### src/rtl/eq_pkg.sv
// Shared types for the equalizer gain loader: gain word, loader FSM states, bank size limit.
package eq_pkg;

   localparam int EQ_MAX_FILTERS = 16;

   typedef logic [15:0] gain_t;

   typedef enum logic [2:0] {
      IDLE      = 3'd0,
      ARM       = 3'd1,
      WAIT_SYNC = 3'd2,
      RST       = 3'd3,
      CHECK     = 3'd4,
      WR        = 3'd5,
      GAP       = 3'd6,
      DONE      = 3'd7
   } eq_ld_state_t;

endpackage

### src/rtl/eq_gain_loader_if.sv
// Write-port bundle between the gain loader (master) and the equalizer gain RAM (slave).
interface eq_gain_loader_if;

   logic       eq_wr;
   logic       eq_wr_rst;
   logic [3:0] eq_wr_sel;
   logic [7:0] eq_gain_lsb;
   logic [7:0] eq_gain_msb;
   logic       wr_addr_zero;
   logic       eq_data_valid;

   modport master (
      output eq_wr, eq_wr_rst, eq_wr_sel, eq_gain_lsb, eq_gain_msb,
      input  wr_addr_zero, eq_data_valid
   );

   modport slave (
      input  eq_wr, eq_wr_rst, eq_wr_sel, eq_gain_lsb, eq_gain_msb,
      output wr_addr_zero, eq_data_valid
   );

endinterface

### src/rtl/eq_gain_shadow.sv
// CPU-writable shadow bank of 16-bit gains, byte-granular writes, one combinational read port.
module eq_gain_shadow
   import eq_pkg::*;
#(
   parameter int    NUM        = 4,
   parameter gain_t RESET_GAIN = 16'h4000
) (
   input  logic       clk,
   input  logic       reset_n,
   input  logic       wr_en,
   input  logic [3:0] wr_sel,
   input  logic       wr_hi,
   input  logic [7:0] wr_data,
   input  logic [3:0] rd_sel,
   output gain_t      rd_data
);

   gain_t bank_q [NUM];
   gain_t bank_d [NUM];

   // Byte update of the selected entry; indices outside the bank match nothing.
   always_comb begin
      for (int i = 0; i < NUM; i++) begin
         bank_d[i] = bank_q[i];
         if (wr_en && (wr_sel == 4'(i))) begin
            if (wr_hi) begin
               bank_d[i][15:8] = wr_data;
            end else begin
               bank_d[i][7:0] = wr_data;
            end
         end else begin
            bank_d[i] = bank_q[i];
         end
      end
   end

   // Bank storage.
   always_ff @(posedge clk or negedge reset_n) begin
      if (!reset_n) begin
         for (int i = 0; i < NUM; i++) bank_q[i] <= RESET_GAIN;
      end else begin
         for (int i = 0; i < NUM; i++) bank_q[i] <= bank_d[i];
      end
   end

   // Read mux.
   always_comb begin
      rd_data = 16'h0000;
      for (int i = 0; i < NUM; i++) begin
         if (rd_sel == 4'(i)) begin
            rd_data = bank_q[i];
         end else begin
            rd_data = rd_data;
         end
      end
   end

endmodule

### src/rtl/eq_gain_loader.sv
// Streams the shadow gain bank into the equalizer's auto-incrementing write port on request.
// Build option EQ_LOAD_SYNC_EN: hold off the address reset until an eq_data_valid strobe.
module eq_gain_loader
   import eq_pkg::*;
#(
   parameter int    num_of_filters = 4,
   parameter gain_t RESET_GAIN     = 16'h4000
) (
   input  logic             clk,
   input  logic             reset_n,
   input  logic             cpu_wr,
   input  logic [3:0]       cpu_gain_sel,
   input  logic             cpu_byte_hi,
   input  logic [7:0]       cpu_data,
   input  logic             load_req,
   eq_gain_loader_if.master eq,
   output logic             busy,
   output logic             load_done,
   output logic             sync_err
);

   localparam logic [3:0] LAST_IDX = 4'(num_of_filters - 1);

   eq_ld_state_t state_q, state_d;
   logic [3:0]   count_q, count_d;
   logic         pending_q, pending_d;
   logic         sync_err_q, sync_err_d;
   logic         wr_q, wr_d;
   logic         wr_rst_q, wr_rst_d;
   logic [3:0]   sel_q, sel_d;
   gain_t        gain_q, gain_d;
   logic         busy_q, busy_d;
   logic         done_q, done_d;
   gain_t        shadow_rd_s;

   eq_gain_shadow #(
      .NUM        (num_of_filters),
      .RESET_GAIN (RESET_GAIN)
   ) u_shadow (
      .clk     (clk),
      .reset_n (reset_n),
      .wr_en   (cpu_wr),
      .wr_sel  (cpu_gain_sel),
      .wr_hi   (cpu_byte_hi),
      .wr_data (cpu_data),
      .rd_sel  (count_d),
      .rd_data (shadow_rd_s)
   );

   // Loader FSM next state, word counter, pending request and sticky sync error.
   always_comb begin
      state_d    = state_q;
      count_d    = count_q;
      sync_err_d = sync_err_q;
      if (load_req && (state_q != IDLE)) begin
         pending_d = 1'b1;
      end else begin
         pending_d = pending_q;
      end
      case (state_q)
         IDLE: begin
            if (load_req) state_d = ARM;
            else          state_d = IDLE;
         end
         ARM: begin
            count_d    = 4'd0;
            sync_err_d = 1'b0;
`ifdef EQ_LOAD_SYNC_EN
            state_d    = WAIT_SYNC;
`else
            state_d    = RST;
`endif
         end
         WAIT_SYNC: begin
`ifdef EQ_LOAD_SYNC_EN
            if (eq.eq_data_valid) state_d = RST;
            else                  state_d = WAIT_SYNC;
`else
            state_d = IDLE;
`endif
         end
         RST:   state_d = CHECK;
         CHECK: begin
            if (eq.wr_addr_zero) begin
               state_d = WR;
            end else begin
               sync_err_d = 1'b1;
               state_d    = DONE;
            end
         end
         WR:    state_d = GAP;
         GAP: begin
            count_d = count_q + 4'd1;
            if (count_q == LAST_IDX) state_d = DONE;
            else                     state_d = WR;
         end
         DONE: begin
            // A request seen at any point of this load (including now) reruns it once.
            if (pending_q || load_req) begin
               state_d   = ARM;
               pending_d = 1'b0;
            end else begin
               state_d   = IDLE;
            end
         end
         default: begin
            state_d   = IDLE;
            pending_d = 1'b0;
         end
      endcase
   end

   // Output decode from the next state so every output comes straight from a flop.
   always_comb begin
      wr_d     = (state_d == WR);
      wr_rst_d = (state_d == RST);
      busy_d   = (state_d != IDLE);
      done_d   = (state_d == DONE);
      if (state_d == WR) begin
         sel_d  = count_d;
         gain_d = shadow_rd_s;
      end else begin
         sel_d  = sel_q;
         gain_d = gain_q;
      end
   end

   // State and output registers.
   always_ff @(posedge clk or negedge reset_n) begin
      if (!reset_n) begin
         state_q    <= IDLE;
         count_q    <= 4'd0;
         pending_q  <= 1'b0;
         sync_err_q <= 1'b0;
         wr_q       <= 1'b0;
         wr_rst_q   <= 1'b0;
         sel_q      <= 4'd0;
         gain_q     <= 16'h0000;
         busy_q     <= 1'b0;
         done_q     <= 1'b0;
      end else begin
         state_q    <= state_d;
         count_q    <= count_d;
         pending_q  <= pending_d;
         sync_err_q <= sync_err_d;
         wr_q       <= wr_d;
         wr_rst_q   <= wr_rst_d;
         sel_q      <= sel_d;
         gain_q     <= gain_d;
         busy_q     <= busy_d;
         done_q     <= done_d;
      end
   end

   assign eq.eq_wr       = wr_q;
   assign eq.eq_wr_rst   = wr_rst_q;
   assign eq.eq_wr_sel   = sel_q;
   assign eq.eq_gain_msb = gain_q[15:8];
   assign eq.eq_gain_lsb = gain_q[7:0];
   assign busy           = busy_q;
   assign load_done      = done_q;
   assign sync_err       = sync_err_q;

endmodule

### src/flat_wrapper.sv
// flat-port wrapper written by rule: the top's interface ports become plain ports
module eq_gain_loader_flat import eq_pkg::*;
#(
   parameter int    num_of_filters = 4,
   parameter gain_t RESET_GAIN     = 16'h4000
)
  (clk, reset_n, cpu_wr, cpu_gain_sel, cpu_byte_hi, cpu_data, load_req, busy, load_done, sync_err, eq_eq_wr, eq_eq_wr_rst, eq_eq_wr_sel, eq_eq_gain_lsb, eq_eq_gain_msb, eq_wr_addr_zero, eq_eq_data_valid);
  eq_gain_loader_if eq_i ();
  input  logic clk;
  input  logic reset_n;
  input  logic cpu_wr;
  input  logic [3:0] cpu_gain_sel;
  input  logic cpu_byte_hi;
  input  logic [7:0] cpu_data;
  input  logic load_req;
  output logic busy;
  output logic load_done;
  output logic sync_err;
  output wire logic [$bits(eq_i.eq_wr)-1:0] eq_eq_wr;
  output wire logic [$bits(eq_i.eq_wr_rst)-1:0] eq_eq_wr_rst;
  output wire logic [$bits(eq_i.eq_wr_sel)-1:0] eq_eq_wr_sel;
  output wire logic [$bits(eq_i.eq_gain_lsb)-1:0] eq_eq_gain_lsb;
  output wire logic [$bits(eq_i.eq_gain_msb)-1:0] eq_eq_gain_msb;
  input wire logic [$bits(eq_i.wr_addr_zero)-1:0] eq_wr_addr_zero;
  input wire logic [$bits(eq_i.eq_data_valid)-1:0] eq_eq_data_valid;
  assign eq_eq_wr = eq_i.eq_wr;
  assign eq_eq_wr_rst = eq_i.eq_wr_rst;
  assign eq_eq_wr_sel = eq_i.eq_wr_sel;
  assign eq_eq_gain_lsb = eq_i.eq_gain_lsb;
  assign eq_eq_gain_msb = eq_i.eq_gain_msb;
  assign eq_i.wr_addr_zero = eq_wr_addr_zero;
  assign eq_i.eq_data_valid = eq_eq_data_valid;
  eq_gain_loader #(.num_of_filters(num_of_filters), .RESET_GAIN(RESET_GAIN)) u_core (.clk(clk), .reset_n(reset_n), .cpu_wr(cpu_wr), .cpu_gain_sel(cpu_gain_sel), .cpu_byte_hi(cpu_byte_hi), .cpu_data(cpu_data), .load_req(load_req), .eq(eq_i), .busy(busy), .load_done(load_done), .sync_err(sync_err));
endmodule
### config.mk
export PLATFORM = sky130hd
export DESIGN_NAME = eq_gain_loader_flat
export DESIGN_NICKNAME = d
export VERILOG_FILES = /design/src/rtl/eq_pkg.sv /design/src/rtl/eq_gain_loader_if.sv /design/src/rtl/eq_gain_shadow.sv /design/src/rtl/eq_gain_loader.sv /design/src/flat_wrapper.sv
export SDC_FILE = /design/constraint.sdc
export NUM_CORES = 1
export LEC_CHECK = 0
export ABC_CLOCK_PERIOD_IN_PS = 3700
export BUFFER_PORTS_ARGS = -buffer_cell sky130_fd_sc_hd__buf_2
export CAP_MARGIN = 20
export CORE_ASPECT_RATIO = 0.75
export CORE_MARGIN = 2
export CORE_UTILIZATION = 55
export DETAILED_ROUTE_END_ITERATION = 10
export GPL_ROUTABILITY_DRIVEN = 0
export PLACE_DENSITY = 0.75
export SETUP_SLACK_MARGIN = 0.02
export SYNTH_ARGS = -nofsm -noshare
export SYNTH_HDL_FRONTEND = slang
export SYNTH_SLANG_ARGS = --single-unit
### constraint.sdc
create_clock -name clk -period 3.7 [get_ports clk]
set_input_delay 0.555 -clock clk [delete_from_list [all_inputs] [get_ports clk]]
set_output_delay 0.555 -clock clk [all_outputs]
set_load 0.01 [all_outputs]
==> metrics.md, run 1 <==
| Metric | Value |
|---|---|
| First-pass GRT wire length | `14.3 mm` |
| Syn_area_per_cell | `13.1 um2` |
| Flop2flop setup slack | `1040 ps` |
| XOR/XNOR Fraction of Synth Area | `0.211%` |
| Final worst path period need | `2660 ps` |
| Setup_tns | `0 ps` |
| Max Slew Vio Count | `0` |
| Final worst slack | `1040 ps` |
| Remaining DRCs | `0` |
| CP Depth | `6` |
| Most frequent cells in the layout | `93 x dfrtp_1, 79 x mux2_2, 41 x buf_2` |
| Final ANT Viol Nets | `0` |
| Site Rows | `27` |
| 1st-pass router iterations | `5` |
| Height of the chip | `79.3 um` |
| Nets | `381` |
| P&R area growth vs syn | `12.8%` |
| Clk pin slew, worst setup/hold paths | `90 ps` |
| Slew HR | `41.6%` |
| Seq. cell area | `2430 um2` |
| Met1 WL | `4.03 mm` |
| Synthesized area | `4160 um2` |
| Worst-skew pair later-pin latency | `360 ps` |
| Run status | `finished clean` |
| Crit-path max cell delay | `620 ps` |
| Met3 routed WL | `502 um` |
| Setup Fix Bufs, Post-CTS | `0` |
| RSZ-0062 raised after global routing | `no` |
| CTS H-Tree Depth | `3` |
| Share of layout cells above drive strength 1 | `40.7%` |
| Clock Tree Root | `clkbuf_8` |
| Place WS | `1050 ps` |
| WS Path Type | `flop to flop` |
| Core Area | `7330 um2` |
| GRT Util Overall | `22.6%` |
| Initial antenna violation count | `0` |
| Sw frac | `32.9%` |
| Leak | `2.23 nW` |
| CTS resizes | `0` |
| Synth Register Bits | `97` |
| I/O Buffers | `42` |
| Post-Synth Simple-Gate Area | `7.37%` |
| Critical path endpoint | `u_core.gain_q[15]` |
| Reg2reg path depth | `6` |
| Synth top area share | `56.0%` |
| Post-synthesis compound-gate area fraction | `8.25%` |
| CP Cell Sequence | `nand2b_1 > a21o_1 > o221a_2 > mux2_2 > a222oi_1 > o21ai_0` |
| Met2 WL post-DR | `3.88 mm` |
| Final hold vios | `0` |
| Initial Util | `56.7%` |
| Actual slew at the worst max-slew pin | `870 ps` |
| Sequential power share | `46.2%` |
| Peak VDD IR | `0.296 mV` |
| Via count of the first global-routing pass | `2,752` |
| Commonest non-fill, non-tap cell in the layout | `dfrtp_1` |
| Clk sinks | `97` |
| Remaining global-route overflow | `0` |
| P_int | `2.17 mW` |
| Syn Inst Count | `318` |
| Worst Skew | `7.74 ps` |
| Fraction of registers with async set/reset | `100%` |
| Fin cells | `467` |
| Post-CTS Hold Buffers | `0` |
| Synth Area in Adders | `0.301%` |
| Ports | `44` |
| Combinational share of power | `30.1%` |
| # setup viols final | `0` |
| Top routing layer used | `met4` |
| Worst setup SP type | `flop` |
| Synth area leader | `dfrtp_1` |
| Fill count | `605` |
| Cts bufs inserted | `9` |
| Count of different cell masters after synthesis | `36` |
| Worst Path Buf+Inv | `0` |
| Max-Cap Viols | `0` |
| Switching pwr | `1.07 mW` |
| Dpl cells | `451` |
| Pin count of the biggest net entering global routing | `54` |
| F_max | `375 MHz` |
| Routed WL | `8.53 mm` |
| Clock network power share | `23.6%` |
| Worst r2r dst | `u_core.gain_q[15]` |
| CTS tree | `built` |
| DRC violation total after the first TritonRoute iteration | `200` |
| Worst R2R Start | `u_core.state_q[1]` |
| Syn nets | `338` |
| Die width | `104 um` |
| Multi-input logic area | `1630 um2` |
| Inserted Diodes | `0` |
| Sequential-to-total area share from yosys stat | `58.5%` |
| Cell family with most CP delay | `compound AO/OA/AOI/OAI gates` |
| Worst min path class | `input pin to async pin` |
| CP startpoint | `u_core.state_q[1]` |
| Routed len/inst | `18.3 um` |
| Hold WS | `214 ps` |
| Post-synth EDFFs | `0` |
| Post-synth top flop | `dfrtp_1` |
| Die ar. | `8280 um2` |
| Via count of the routed design | `2,712` |
| Mux cell area share after synthesis | `23.1%` |
| CP max FO | `20` |
| Largest family of logic cells by synthesized area | `multiplexers` |
| Critical path arrival | `2890 ps` |
| CP required | `3920 ps` |
| Vias per cell | `5.81` |
| Worst path slowest cell | `o221a_2` |
| Fin crit share | `72.0%` |
| Final HPWL DP | `5.54 mm` |
| Yosys warning total | `0` |
| Synth top area cells | `dfrtp_1 56%, mux2_2 21%, nand2_1 3.2%` |
| Power per cell area | `690 nW/um2` |
| CP Capture Type | `flop` |
| Max clock buf depth | `2` |
power groups by stage:
stage | Combinational [mW] | Sequential [mW] | Clock (mW)
after global routing | 1.08 | 1.54 | 0.825
final | 0.976 | 1.50 | 0.766
after global placement | 0.953 | 1.50 | 0
after detailed placement | 0.980 | 1.51 | 0
after CTS | 0.982 | 1.49 | 0.783
after floorplan | 0.693 | 1.49 | 0
sequential cells by signal (all words and copies together), names as in the netlist:
name and flops:
u_core.u_shadow.bank_q 64, u_core.gain_q 16, u_core.count_q 4, u_core.eq.eq_wr_sel 4
u_core.state_q 3, u_core.busy 1, u_core.eq.eq_wr 1, u_core.eq.eq_wr_rst 1
u_core.load_done 1, u_core.pending_q 1, u_core.sync_err 1
kinds of logic (layout without fill, tap and decap cells):
group | Yosys count | in the layout
AOI/OAI and AO/OA | 50 | 50
xor gates and xnor gates | 1 | 1
adders and majority gates | 1 | 1
buffers and inverters | 20 | 68
DFF | 97 | 97
muxes | 86 | 86
and+or+nand+nor | 63 | 63
cells in the mapped netlist, drive strengths merged, types with 2 or more instances:
| cell | count |
|---|---|
| a21oi | 6 |
| a222oi | 12 |
| nor4bb | 2 |
| or3 | 3 |
| mux2i | 7 |
| and3 | 2 |
| nand2 | 35 |
| buf | 6 |
| clkbuf | 10 |
| nor2 | 7 |
| a31oi | 2 |
| inv | 4 |
| o21ai | 23 |
| a221o | 2 |
| nor4b | 3 |
| dfrtp | 93 |
| nand2b | 3 |
| nor2b | 3 |
| dfstp | 4 |
| mux2 | 79 |
cell type report:
type / instances / area share [%]
timing repair buffer: 48 / 5.49
tap: 101 / 2.69
sequential: 97 / 51.9
clock buffer: 10 / 2.93
multi-input combinational: 201 / 34.8
clock inverter: 6 / 1.95
inverter: 4 / 0.320
metrics by stage:
step / util (%) / total power, mW / area (um2)
2_1_floorplan: - / 2.18 / 4160
3_3_place_gp: 60.9 / 2.45 / 4460
3_5_place_dp: 60.9 / 2.49 / 4460
4_1_cts: 64.0 / 3.26 / 4690
5_1_grt: 64.0 / 3.44 / 4690
6_report: 64.0 / 3.24 / 4690
worst min-delay path by stage:
stage | from | to | slack [ps] | depth (start not counted)
after floorplan | reset_n | u_core.busy | 260 | 0
after CTS | reset_n | u_core.gain_q[15] | 230 | 1
after global routing | reset_n | u_core.u_shadow.bank_q[38] | 270 | 1
after detailed placement | u_core.eq.eq_wr_sel[1] | u_core.eq.eq_wr_sel[1] | 460 | 2
after global placement | u_core.eq.eq_wr_sel[1] | u_core.eq.eq_wr_sel[1] | 460 | 2
final | reset_n | u_core.eq.eq_wr_sel[1] | 210 | 1
metal layers:
layer | global-route usage [%] | vias up
met4 | 5.14 | 0
li1 | - | 1251
met3 | 5.01 | 11
met5 | 0 | -
met1 | 32.0 | 1372
met2 | 35.9 | 78
Note: power is estimated with default switching activity, not from simulation.
==> run 2: changes to the inputs <==
ABC_AREA = 1   (was unset)
ABC_CLOCK_PERIOD_IN_PS = 2500   (was 3700)
clock period = 2.5 ns   (was 3.7 ns; I/O delays follow)
==> metrics.md, run 2 <==
| Metric | Value |
|---|---|
| Run status | `finished with violations (was finished clean)` |
| Failing checks | `negative hold slack` |
| Initial Util | `56.3% (was 56.7%)` |
| Fin cells | `671 (was 467)` |
| 1st-pass router iterations | `5 (unchanged)` |
| CP Capture Type | `flop (unchanged)` |
| Power Total | `5.17 mW (was 3.24 mW)` |
| # setup viols final | `0 (unchanged)` |
| RSZ-0062 raised after global routing | `no (unchanged)` |
| GRT Util Overall | `23.6% (was 22.6%)` |
| Fraction of registers with async set/reset | `100% (unchanged)` |
| Dpl cells | `655 (was 451)` |
| DRC violation total after the first TritonRoute iteration | `246 (was 200)` |
| Top flop regs | `u_core.u_shadow.bank_q (64), u_core.gain_q (16) (unchanged)` |
| Die ar. | `8780 um2 (was 8280 um2)` |
| Pin count of the biggest net entering global routing | `56 (was 54)` |
| Inserted Diodes | `0 (unchanged)` |
| Most frequent cells in the layout | `153 x nand2_1, 93 x dfrtp_1, 66 x o21ai_0 (was 93 x dfrtp_1, 79 x mux2_2, 41 x buf_2)` |
| Count of different cell masters after synthesis | `30 (was 36)` |
| Final HPWL DP | `6.50 mm (was 5.54 mm)` |
| P&R area growth vs syn | `10.9% (was 12.8%)` |
| Fill count | `680 (was 605)` |
| Via count of the first global-routing pass | `3,212 (was 2,752)` |
| Biggest register | `u_core.u_shadow.bank_q (unchanged)` |
| Hold WS | `-1.58 ps (was 214 ps)` |
| Actual slew at the worst max-slew pin | `551 ps (was 870 ps)` |
| Worst Skew | `12.6 ps (was 7.74 ps)` |
| Site Rows | `28 (was 27)` |
| Worst min path class | `input pin to async pin (unchanged)` |
| Commonest non-fill, non-tap cell in the layout | `nand2_1 (was dfrtp_1)` |
| Number of flip-flops under the largest register name | `64 (unchanged)` |
| Count leader, synth | `nand2_1 (was dfrtp_1)` |
| Largest family of logic cells by synthesized area | `simple AND/OR/NAND/NOR gates (was multiplexers)` |
| Vias per cell | `5.24 (was 5.81)` |
| Met1 WL | `4.53 mm (was 4.03 mm)` |
| Post-synthesis compound-gate area fraction | `9.00% (was 8.25%)` |
| Setup Fix Bufs, Post-CTS | `0 (unchanged)` |
| Syn Inst Count | `522 (was 318)` |
| Core Area | `7850 um2 (was 7330 um2)` |
| Peak VDD IR | `0.368 mV (was 0.296 mV)` |
| Fin crit share | `84.0% (was 72.0%)` |
| Routed len/inst | `14.3 um (was 18.3 um)` |
| Synth Register Bits | `97 (unchanged)` |
| Via count of the routed design | `3,519 (was 2,712)` |
| Place WS | `412 ps (was 1050 ps)` |
| Ports | `44 (unchanged)` |
| F_max | `476 MHz (was 375 MHz)` |
| Post-CTS Hold Buffers | `0 (unchanged)` |
| Nets | `581 (was 381)` |
| CTS resizes | `0 (unchanged)` |
| Routed WL | `9.58 mm (was 8.53 mm)` |
| XOR/XNOR Fraction of Synth Area | `0% (was 0.211%)` |
| Synth area leader | `dfrtp_1 (unchanged)` |
| Top routing layer used | `met4 (unchanged)` |
| Clk pin slew, worst setup/hold paths | `90 ps (about the same)` |
| CP max FO | `24 (was 20)` |
| Max Slew Vio Count | `0 (unchanged)` |
| Leak | `2.43 nW (was 2.23 nW)` |
| Die width | `108 um (was 104 um)` |
| Remaining DRCs | `0 (unchanged)` |
| CTS H-Tree Depth | `3 (unchanged)` |
| Final worst path period need | `2100 ps (was 2660 ps)` |
| Placed inst area | `4710 um2 (was 4460 um2)` |
| CP required | `2800 ps (was 3920 ps)` |
| WS Path Type | `flop to flop (unchanged)` |
| I/O Buffers | `42 (unchanged)` |
| Post-synth top flop | `dfrtp_1 (unchanged)` |
| Cell area after layout | `4900 um2 (was 4690 um2)` |
| Synth Area in Adders | `0.283% (was 0.301%)` |
| Met3 routed WL | `647 um (was 502 um)` |
| Syn nets | `542 (was 338)` |
| Post-synth EDFFs | `0 (unchanged)` |
| Synthesized area | `4420 um2 (was 4160 um2)` |
| Met2 WL post-DR | `4.32 mm (was 3.88 mm)` |
| CTS tree | `built (unchanged)` |
| Initial antenna violation count | `0 (unchanged)` |
| Power per cell area | `1060 nW/um2 (was 690 nW/um2)` |
| Fin util | `62.5% (was 64.0%)` |
| Most frequent cells after synthesis | `153 x nand2_1, 93 x dfrtp_1, 66 x o21ai_0 (was 93 x dfrtp_1, 79 x mux2_2, 35 x nand2_1)` |
| Remaining global-route overflow | `0 (unchanged)` |
| Worst setup SP type | `flop (unchanged)` |
| Clk sinks | `97 (unchanged)` |
| Final ANT Viol Nets | `0 (unchanged)` |
| Slew HR | `63.2% (was 41.6%)` |
| Cts bufs inserted | `9 (unchanged)` |
| Share of layout cells above drive strength 1 | `17.1% (was 40.7%)` |
| Sequential-to-total area share from yosys stat | `55.0% (was 58.5%)` |
| Synth top area cells | `dfrtp_1 53%, nand2_1 13%, o21ai_0 7.5% (was dfrtp_1 56%, mux2_2 21%, nand2_1 3.2%)` |
| Mux cell area share after synthesis | `0% (was 23.1%)` |
| Worst-skew pair later-pin latency | `360 ps (about the same)` |
| Height of the chip | `81.6 um (was 79.3 um)` |
| Max-Cap Viols | `0 (unchanged)` |
| First-pass GRT wire length | `15.8 mm (was 14.3 mm)` |
| Critical path arrival | `2400 ps (was 2890 ps)` |
| Max clock buf depth | `2 (unchanged)` |
| Clock Tree Root | `clkbuf_8 (unchanged)` |
| Setup_tns | `0 ps (unchanged)` |
| Post-Synth Simple-Gate Area | `29.7% (was 7.37%)` |
| Final worst slack | `399 ps (was 1040 ps)` |
| Synth top area share | `52.6% (was 56.0%)` |
| Final hold vios | `2 (was 0)` |
| Yosys warning total | `0 (unchanged)` |
| Syn_area_per_cell | `8.47 um2 (was 13.1 um2)` |
==> run 2: cell count changes after synthesis, moves of 7 or more <==
| cell | delta |
|---|---|
| nand2_1 | +118 |
| mux2_2 | -79 |
| nand3_1 | +54 |
| o21ai_0 | +46 |
| inv_1 | +33 |
| nor2_1 | +29 |
| a222oi_1 | -12 |
| mux2i_1 | -7 |
| or2_2 | +7 |
==> run 2: power breakdown <==
group	internal (mW)	leakage [nW]	total [mW]	switching, mW
clock	0.462	0.0994	0.998	0.536
combinational	0.707	1.10	1.92	1.21
sequential	2.00	1.23	2.26	0.261
==> run 2: worst max-delay path: stages (launching register included) <==
cell,delay [ps]
dfrtp_1,460
ha_1,270
inv_1,100
nor2_2,60
nand3_2,70
nand2_1,100
nor2_4,430
inv_2,230
a21oi_1,170
nand2_1,90
nand2_1,60
==> run 2: cells by family (layout without fill, tap and decap cells) <==
kind of cell,after synthesis,in the layout
adders and majority gates,1,1
buffers and inverters,62,106
DFF,97,97
and+or+nand+nor,284,284
AOI/OAI and AO/OA,78,78
==> run 2: cell type report <==
type	count	area (um2)	share of cell area, %
Clock inverter	7	70.1	1.43
Inverter	44	165	3.37
Clock buffer	9	124	2.53
Multi-Input combinational cell	363	1720	35.2
Tap cell	105	131	2.68
Timing Repair Buffer	46	255	5.21
Sequential cell	97	2430	49.6
==> run 2: path summary, 6_finish.rpt <==
| check | startpoint | to | slack [ps] | cells after the start |
|---|---|---|---|---|
| worst min register to register | u_core.u_shadow.bank_q[60] | u_core.u_shadow.bank_q[60] | 490 | 2 |
| min in group clk | load_req | u_core.pending_q | 350 | 3 |
| worst min-delay path | reset_n | u_core.busy | -2 | 1 |
| worst max-delay path | u_core.count_q[0] | u_core.gain_q[14] | 400 | 10 |
| worst max register to register | u_core.count_q[0] | u_core.gain_q[14] | 400 | 10 |
| max in group asynchronous | reset_n | u_core.u_shadow.bank_q[58] | 1820 | 2 |
==> run 2: metal layers <==
layer	vias up	GRT usage, %
met5	-	0
met4	0	6.79
met3	8	4.92
met2	105	35.6
met1	1659	34.8
li1	1747	-
